<file path="config.mk">
export PLATFORM = sky130hd
export DESIGN_NAME = id_ex_control_stage
export DESIGN_NICKNAME = d
export VERILOG_FILES = /design/src/rtl/mips_pkg.sv /design/src/rtl/id_control_decode.sv /design/src/rtl/id_ex_control_stage.sv
export SDC_FILE = /design/constraint.sdc
export NUM_CORES = 1
export LEC_CHECK = 0
export CAP_MARGIN = 20
export CORE_AREA = 2 2 116 118
export CTS_CLUSTER_DIAMETER = 100
export DETAILED_ROUTE_END_ITERATION = 6
export DIE_AREA = 0 0 118 120
export GPL_ROUTABILITY_DRIVEN = 0
export PLACE_DENSITY = 0.79
export REMOVE_ABC_BUFFERS = 1
export SYNTH_ARGS = -nofsm -noshare
export SYNTH_HDL_FRONTEND = slang
export SYNTH_SLANG_ARGS = --single-unit
</file>
<file path="constraint.sdc">
create_clock -name clk -period 5.1 [get_ports clk]
set_input_delay 0.765 -clock clk [delete_from_list [all_inputs] [get_ports clk]]
set_output_delay 0.765 -clock clk [all_outputs]
set_load 0.01 [all_outputs]
</file>
<file path="src/rtl/mips_pkg.sv">
// rtl/mips_pkg.sv - shared MIPS opcode/funct constants and control-bundle widths
package mips_pkg;

    localparam int ALUOP_W = 2;
    localparam int FUNCT_W = 6;
    localparam int SA_W    = 5;

    localparam logic [ALUOP_W-1:0] ALUOP_LS = 2'b00;
    localparam logic [ALUOP_W-1:0] ALUOP_BR = 2'b01;
    localparam logic [ALUOP_W-1:0] ALUOP_RI = 2'b10;

    localparam logic [5:0] OP_RTYPE = 6'h00;
    localparam logic [5:0] OP_BEQ   = 6'h04;
    localparam logic [5:0] OP_BNE   = 6'h05;
    localparam logic [5:0] OP_ADDI  = 6'h08;
    localparam logic [5:0] OP_ADDIU = 6'h09;
    localparam logic [5:0] OP_SLTI  = 6'h0A;
    localparam logic [5:0] OP_SLTIU = 6'h0B;
    localparam logic [5:0] OP_ANDI  = 6'h0C;
    localparam logic [5:0] OP_ORI   = 6'h0D;
    localparam logic [5:0] OP_XORI  = 6'h0E;
    localparam logic [5:0] OP_LUI   = 6'h0F;
    localparam logic [5:0] OP_LW    = 6'h23;
    localparam logic [5:0] OP_SW    = 6'h2B;

    localparam logic [5:0] FN_SLL  = 6'h00;
    localparam logic [5:0] FN_SRL  = 6'h02;
    localparam logic [5:0] FN_SRA  = 6'h03;
    localparam logic [5:0] FN_SRLV = 6'h06;
    localparam logic [5:0] FN_SRAV = 6'h07;
    localparam logic [5:0] FN_ADDU = 6'h21;
    localparam logic [5:0] FN_SUBU = 6'h23;
    localparam logic [5:0] FN_AND  = 6'h24;
    localparam logic [5:0] FN_OR   = 6'h25;
    localparam logic [5:0] FN_XOR  = 6'h26;
    localparam logic [5:0] FN_SLT  = 6'h2A;

    function automatic logic funct_supported(input logic [5:0] funct);
        case (funct)
            FN_SLL, FN_SRL, FN_SRA, FN_SRLV, FN_SRAV, FN_ADDU,
            FN_SUBU, FN_AND, FN_OR, FN_XOR, FN_SLT: return 1'b1;
            default: return 1'b0;
        endcase
    endfunction

endpackage

</file>
<file path="src/rtl/id_control_decode.sv">
// rtl/id_control_decode.sv - combinational opcode/funct to control-bundle decode
module id_control_decode
    import mips_pkg::*;
#(
    parameter int REG_AW = 5
) (
    input  logic [5:0]         opcode,
    input  logic [5:0]         funct,
    input  logic [REG_AW-1:0]  rt,
    input  logic [REG_AW-1:0]  rd,
    output logic [ALUOP_W-1:0] alu_op,
    output logic [FUNCT_W-1:0] inst_reg,
    output logic [REG_AW-1:0]  wr_reg,
    output logic               reg_write,
    output logic               mem_read,
    output logic               mem_write,
    output logic               mem_to_reg,
    output logic               alu_src,
    output logic               branch,
    output logic               flag_branch,
    output logic               reads_rt,
    output logic               illegal
);

    always_comb begin
        alu_op      = ALUOP_LS;
        inst_reg    = '0;
        wr_reg      = '0;
        reg_write   = 1'b0;
        mem_read    = 1'b0;
        mem_write   = 1'b0;
        mem_to_reg  = 1'b0;
        alu_src     = 1'b0;
        branch      = 1'b0;
        flag_branch = 1'b0;
        reads_rt    = 1'b0;
        illegal     = 1'b0;
        case (opcode)
            OP_RTYPE: begin
                reads_rt = 1'b1;
                if (funct_supported(funct)) begin
                    alu_op    = ALUOP_RI;
                    inst_reg  = funct;
                    reg_write = 1'b1;
                    wr_reg    = rd;
                end else begin
                    illegal = 1'b1;
                end
            end
            OP_LW: begin
                alu_src    = 1'b1;
                mem_read   = 1'b1;
                mem_to_reg = 1'b1;
                reg_write  = 1'b1;
                wr_reg     = rt;
            end
            OP_SW: begin
                alu_src   = 1'b1;
                mem_write = 1'b1;
                reads_rt  = 1'b1;
            end
            OP_BEQ, OP_BNE: begin
                alu_op      = ALUOP_BR;
                branch      = 1'b1;
                flag_branch = (opcode == OP_BEQ);
                reads_rt    = 1'b1;
            end
            OP_ADDI, OP_ADDIU, OP_SLTI, OP_SLTIU,
            OP_ANDI, OP_ORI, OP_XORI, OP_LUI: begin
                alu_op    = ALUOP_RI;
                inst_reg  = opcode;
                alu_src   = 1'b1;
                reg_write = 1'b1;
                wr_reg    = rt;
            end
            default: illegal = 1'b1;
        endcase
        // $0 is hardwired, so a write to it is dropped here rather than in WB
        if (wr_reg == '0) begin
            reg_write = 1'b0;
        end
    end

endmodule

</file>
<file path="src/rtl/id_ex_control_stage.sv">
// rtl/id_ex_control_stage.sv - ID decode, load-use hazard detect and ID/EX register
module id_ex_control_stage
    import mips_pkg::*;
#(
    parameter int DATA_W = 32,
    parameter int REG_AW = 5
) (
    input  logic               clk,
    input  logic               reset,
    input  logic [DATA_W-1:0]  instr_i,
    input  logic               instr_valid_i,
    input  logic [DATA_W-1:0]  pc_plus4_i,
    input  logic [DATA_W-1:0]  rd_data_a_i,
    input  logic [DATA_W-1:0]  rd_data_b_i,
    input  logic               flush_i,
    output logic               stall_o,
    output logic [ALUOP_W-1:0] alu_op_o,
    output logic [FUNCT_W-1:0] inst_reg_o,
    output logic [SA_W-1:0]    sa_o,
    output logic               flag_branch_o,
    output logic [DATA_W-1:0]  data_a_o,
    output logic [DATA_W-1:0]  data_b_o,
    output logic [DATA_W-1:0]  imm_o,
    output logic [REG_AW-1:0]  rs_o,
    output logic [REG_AW-1:0]  rt_o,
    output logic [REG_AW-1:0]  rd_o,
    output logic [REG_AW-1:0]  wr_reg_o,
    output logic               reg_write_o,
    output logic               mem_read_o,
    output logic               mem_write_o,
    output logic               mem_to_reg_o,
    output logic               alu_src_o,
    output logic               branch_o,
    output logic [DATA_W-1:0]  pc_plus4_o,
    output logic               illegal_o
);

    logic [REG_AW-1:0]  rs, rt, rd;
    logic [ALUOP_W-1:0] dec_alu_op;
    logic [FUNCT_W-1:0] dec_inst_reg;
    logic [REG_AW-1:0]  dec_wr_reg;
    logic dec_reg_write, dec_mem_read, dec_mem_write, dec_mem_to_reg;
    logic dec_alu_src, dec_branch, dec_flag_branch, dec_reads_rt, dec_illegal;
    logic hazard, issue;

    assign rs = instr_i[25:21];
    assign rt = instr_i[20:16];
    assign rd = instr_i[15:11];

    id_control_decode #(.REG_AW(REG_AW)) u_decode (
        .opcode      (instr_i[31:26]),
        .funct       (instr_i[5:0]),
        .rt          (rt),
        .rd          (rd),
        .alu_op      (dec_alu_op),
        .inst_reg    (dec_inst_reg),
        .wr_reg      (dec_wr_reg),
        .reg_write   (dec_reg_write),
        .mem_read    (dec_mem_read),
        .mem_write   (dec_mem_write),
        .mem_to_reg  (dec_mem_to_reg),
        .alu_src     (dec_alu_src),
        .branch      (dec_branch),
        .flag_branch (dec_flag_branch),
        .reads_rt    (dec_reads_rt),
        .illegal     (dec_illegal)
    );

    // The load in EX is visible through the registered bundle; the bubble it
    // causes clears mem_read_o, so a stall can never repeat next cycle.
    assign hazard = mem_read_o && (wr_reg_o != '0) && instr_valid_i &&
                    ((rs == wr_reg_o) || (dec_reads_rt && (rt == wr_reg_o)));
    assign stall_o = hazard && !flush_i && !reset;
    assign issue   = instr_valid_i && !flush_i && !hazard;

    always_ff @(posedge clk) begin
        if (reset || !issue || dec_illegal) begin
            alu_op_o      <= ALUOP_LS;
            inst_reg_o    <= '0;
            sa_o          <= '0;
            flag_branch_o <= 1'b0;
            data_a_o      <= '0;
            data_b_o      <= '0;
            imm_o         <= '0;
            rs_o          <= '0;
            rt_o          <= '0;
            rd_o          <= '0;
            wr_reg_o      <= '0;
            reg_write_o   <= 1'b0;
            mem_read_o    <= 1'b0;
            mem_write_o   <= 1'b0;
            mem_to_reg_o  <= 1'b0;
            alu_src_o     <= 1'b0;
            branch_o      <= 1'b0;
            pc_plus4_o    <= '0;
            illegal_o     <= !reset && issue && dec_illegal;
        end else begin
            alu_op_o      <= dec_alu_op;
            inst_reg_o    <= dec_inst_reg;
            sa_o          <= instr_i[10:6];
            flag_branch_o <= dec_flag_branch;
            data_a_o      <= rd_data_a_i;
            data_b_o      <= rd_data_b_i;
            imm_o         <= {{(DATA_W-16){instr_i[15]}}, instr_i[15:0]};
            rs_o          <= rs;
            rt_o          <= rt;
            rd_o          <= rd;
            wr_reg_o      <= dec_wr_reg;
            reg_write_o   <= dec_reg_write;
            mem_read_o    <= dec_mem_read;
            mem_write_o   <= dec_mem_write;
            mem_to_reg_o  <= dec_mem_to_reg;
            alu_src_o     <= dec_alu_src;
            branch_o      <= dec_branch;
            pc_plus4_o    <= pc_plus4_i;
            illegal_o     <= 1'b0;
        end
    end

endmodule
</file>
==> summary.md <==
| Metric | Value |
|---|---|
| Synth Area per Inst | 11.40 um^2 |
| CTS root buf | clkbuf_16 |
| Routed wire per std cell | 16.40 um |
| Max Slew Vio Count | 0 |
| Crit path launch type | primary input |
| Post-synth cell types | 39 |
| Count of final hold-check violations | 0 |
| Synth warn | 0 |
| Initial Util | 34.87% |
| Worst-path clk slew | 0.06 ns |
| Share of cells above drive strength 1 | 6.231% |
| Vias in the first global route | 3975 |
| Number of DRC markers in iteration 0 | 177 |
| Dominant synthesized flop cell | dfxtp_1 |
| Routed via count | 3890 |
| Grt total ovfl | 0 |
| H-tree levels | 4 |
| Floorplan row count | 42 |
| Clock Sinks | 141 |
| Clock Latency Late Sink | 0.41 ns |
| Post-synth top area cell | dfxtp_1 |
| DIE AREA | 14160 um^2 |
| Final WS setup | 1.347 ns |
| Synth Area in XOR/XNOR | 1.935% |
| Routed Antenna Nets | 0 |
| Post-synth EDFFs | 0 |
| Reg2reg start | wr_reg_o[1] |
| Least-Margin Pin Slew | 1.009 ns |
| Die X | 118 um |
| CP required | 4.34 ns |
| Layout net count | 793 |
| Port buffer count | 301 |
| VDD IR max | 0.1978 mV |
| Core area | 12980 um^2 |
| Worst endpoint data arrival time | 2.99 ns |
| Largest net degree at the start of global routing | 125 |
| Fin Setup TNS | 0 ns |
| Hold Startpoint | rd_data_a_i[14] |
| Top cells by area, synth | dfxtp_1 (62%), and3_1 (17%), buf_4 (4.6%) |
| Num CTS Buffers | 17 |
| Compound-Gate Fraction of Synth Area | 3.705% |
| Rel. slew slack | 32.71% |
| Final Cycle Share | 73.58% |
| Seq/Total Area, Yosys | 62.37% |
| Initial antenna violation count | 1 |
| CP Cell Sequence | clkdlybuf4s50_1 -> or3_4 -> o22ai_1 -> nand4b_2 -> a211oi_1 -> clkdlybuf4s50_1 |
| Critical path depth in cells | 6 |
| WL final | 13960 um |
| Asr flop ratio synth | 0% |
| Slowest cell on crit path | clkdlybuf4s50_1 |
| Clk_skew | 0.01624 ns |
| Die Ht | 120 um |
| Pwr Density | 320.4 nW/um^2 |
| Run status | completed |
| Cell leakage power | 3.450 nW |
| GRT Total Usage | 19.41% |
| CTS tree | yes |
| Min-Delay Path Class | primary input to flip-flop |
| Post-Syn Area | 4526 um^2 |
| Crit path buffers/inverters | 2 |
| Crit path max-delay family | buffers and inverters |
| CP dominant cell by count | clkdlybuf4s50_1 |
| Area growth from synthesis to layout | 76.28% |
| First-pass GRT wire length | 21260 um |
| Largest family of logic cells by synthesized area | simple AND/OR/NAND/NOR gates |
| Post-synthesis mux area share | 0% |
| Worst Setup SP | instr_i[27] |
| R2R depth | 5 |
| Worst Hold Depth | 2 |
| Synth Area in Simple Gates | 22.31% |
| Gate Count Post-Synth | 397 |
| Clk buf depth | 2 |
| IO Pins | 302 |
| # resized after CTS | 0 |
| RSZ-0062 raised after global routing | false |
| Fillers | 1042 |
| Max-cap violations | 0 |
| Via density | 4.571 |
| Hold WS | 0.9178 ns |
| Fin crit period | 3.753 ns |
| Yosys top cell area share | 62.37% |
| Worst setup path class | primary input to primary output |
| # hold bufs at CTS | 0 |
| Setup-failing EPs final | 0 |
| Seq cells post-synth | 141 |
| Pre-CTS setup slack | 1.231 ns |
| Worst Setup End Kind | primary output |
| Detailed placement HPWL | 10160 um |
| Fmax | 0.2665 GHz |
| Crit-path max FO | 4 |
| Max incr delay on CP | 0.59 ns |
| Drt drc | 0 |
| Synth Area in Adders | 0% |
| Drt first pass iters | 4 |
| Post-CTS setup buffers | 0 |
-- area by class of cell --
cell class	instances	area (um^2)	share of cell area (%)
repair buffers	303	3040	38.11
inverters	2	7.507	0.09410
flip-flops and latches	141	2823	35.38
multi-input cells	196	1274	15.97
clock buffers	21	470.5	5.897
clock inverters	11	140.1	1.757
diodes	1	2.502	0.03137
well taps	176	220.2	2.760
-- registers in the layout (all words and copies together) (netlist names) --
| signal | count |
|---|---|
| sa_o | 4 |
| reg_write_o | 1 |
| alu_op_o | 2 |
| alu_src_o | 1 |
| data_a_o | 32 |
| illegal_o | 1 |
| mem_write_o | 1 |
| rt_o | 5 |
| pc_plus4_o | 32 |
| inst_reg_o | 6 |
| flag_branch_o | 1 |
| data_b_o | 32 |
| mem_to_reg_o | 1 |
| imm_o | 12 |
| rs_o | 5 |
| wr_reg_o | 5 |
-- cell usage after synthesis (4+ instances only) --
cell,count
dfxtp_1,141
clkbuf_2,6
a22oi_1,8
a21oi_1,5
nor2_1,15
buf_4,28
and3_1,123
xor2_1,7
buf_2,4
buf_8,6
clkbuf_1,12
-- worst paths after layout --
check                  to  slack [ns]
min reg2reg   wr_reg_o[0]        1.27
max               stall_o        1.35
max reg2reg   data_b_o[1]        2.51
min          data_a_o[14]        0.92
-- layout by cell type (no fill, tap or decap), drive strengths merged, types with 3 or more instances in the layout --
| cell type | instances |
|---|---|
| and3 | 125 |
| clkbuf | 21 |
| nor3 | 3 |
| clkdlybuf4s50 | 301 |
| a22oi | 8 |
| clkinv | 7 |
| bufinv | 3 |
| dfxtp | 141 |
| a21oi | 5 |
| xnor2 | 3 |
| xor2 | 7 |
| or4 | 4 |
| nor2 | 15 |
-- routing by layer --
| layer | track usage (%) | wire length (um) |
|---|---|---|
| met5 | 0 | 0 |
| met1 | 20.69 | 5315 |
| met3 | 6.606 | 1078 |
| met2 | 34.99 | 7335 |
| met4 | 8.133 | 229 |
-- where the power goes --
group	switching [mW]	internal [mW]
clock network	0.448	0.805
registers	0.00350	1.11
logic	0.0668	0.121
-- cell families after synthesis --
logic type	count (synthesis)
other cells	1
xor+xnor	10
compound gates	23
flops	141
buf+inv	60
simple gates	162
-- per-stage QoR --
step                      std cells  power [mW]  area (um^2)  util [%]
after floorplan                 339       1.178         4099         -
after global placement          817       1.320         7345     56.58
after detailed placement        817       1.324         7345     56.58
after CTS                       849       2.581         7955     61.29
after global routing            850       2.646         7975     61.44
final                           851       2.556         7978     61.46
No activity file was read; power rests on OpenSTA's default activity.
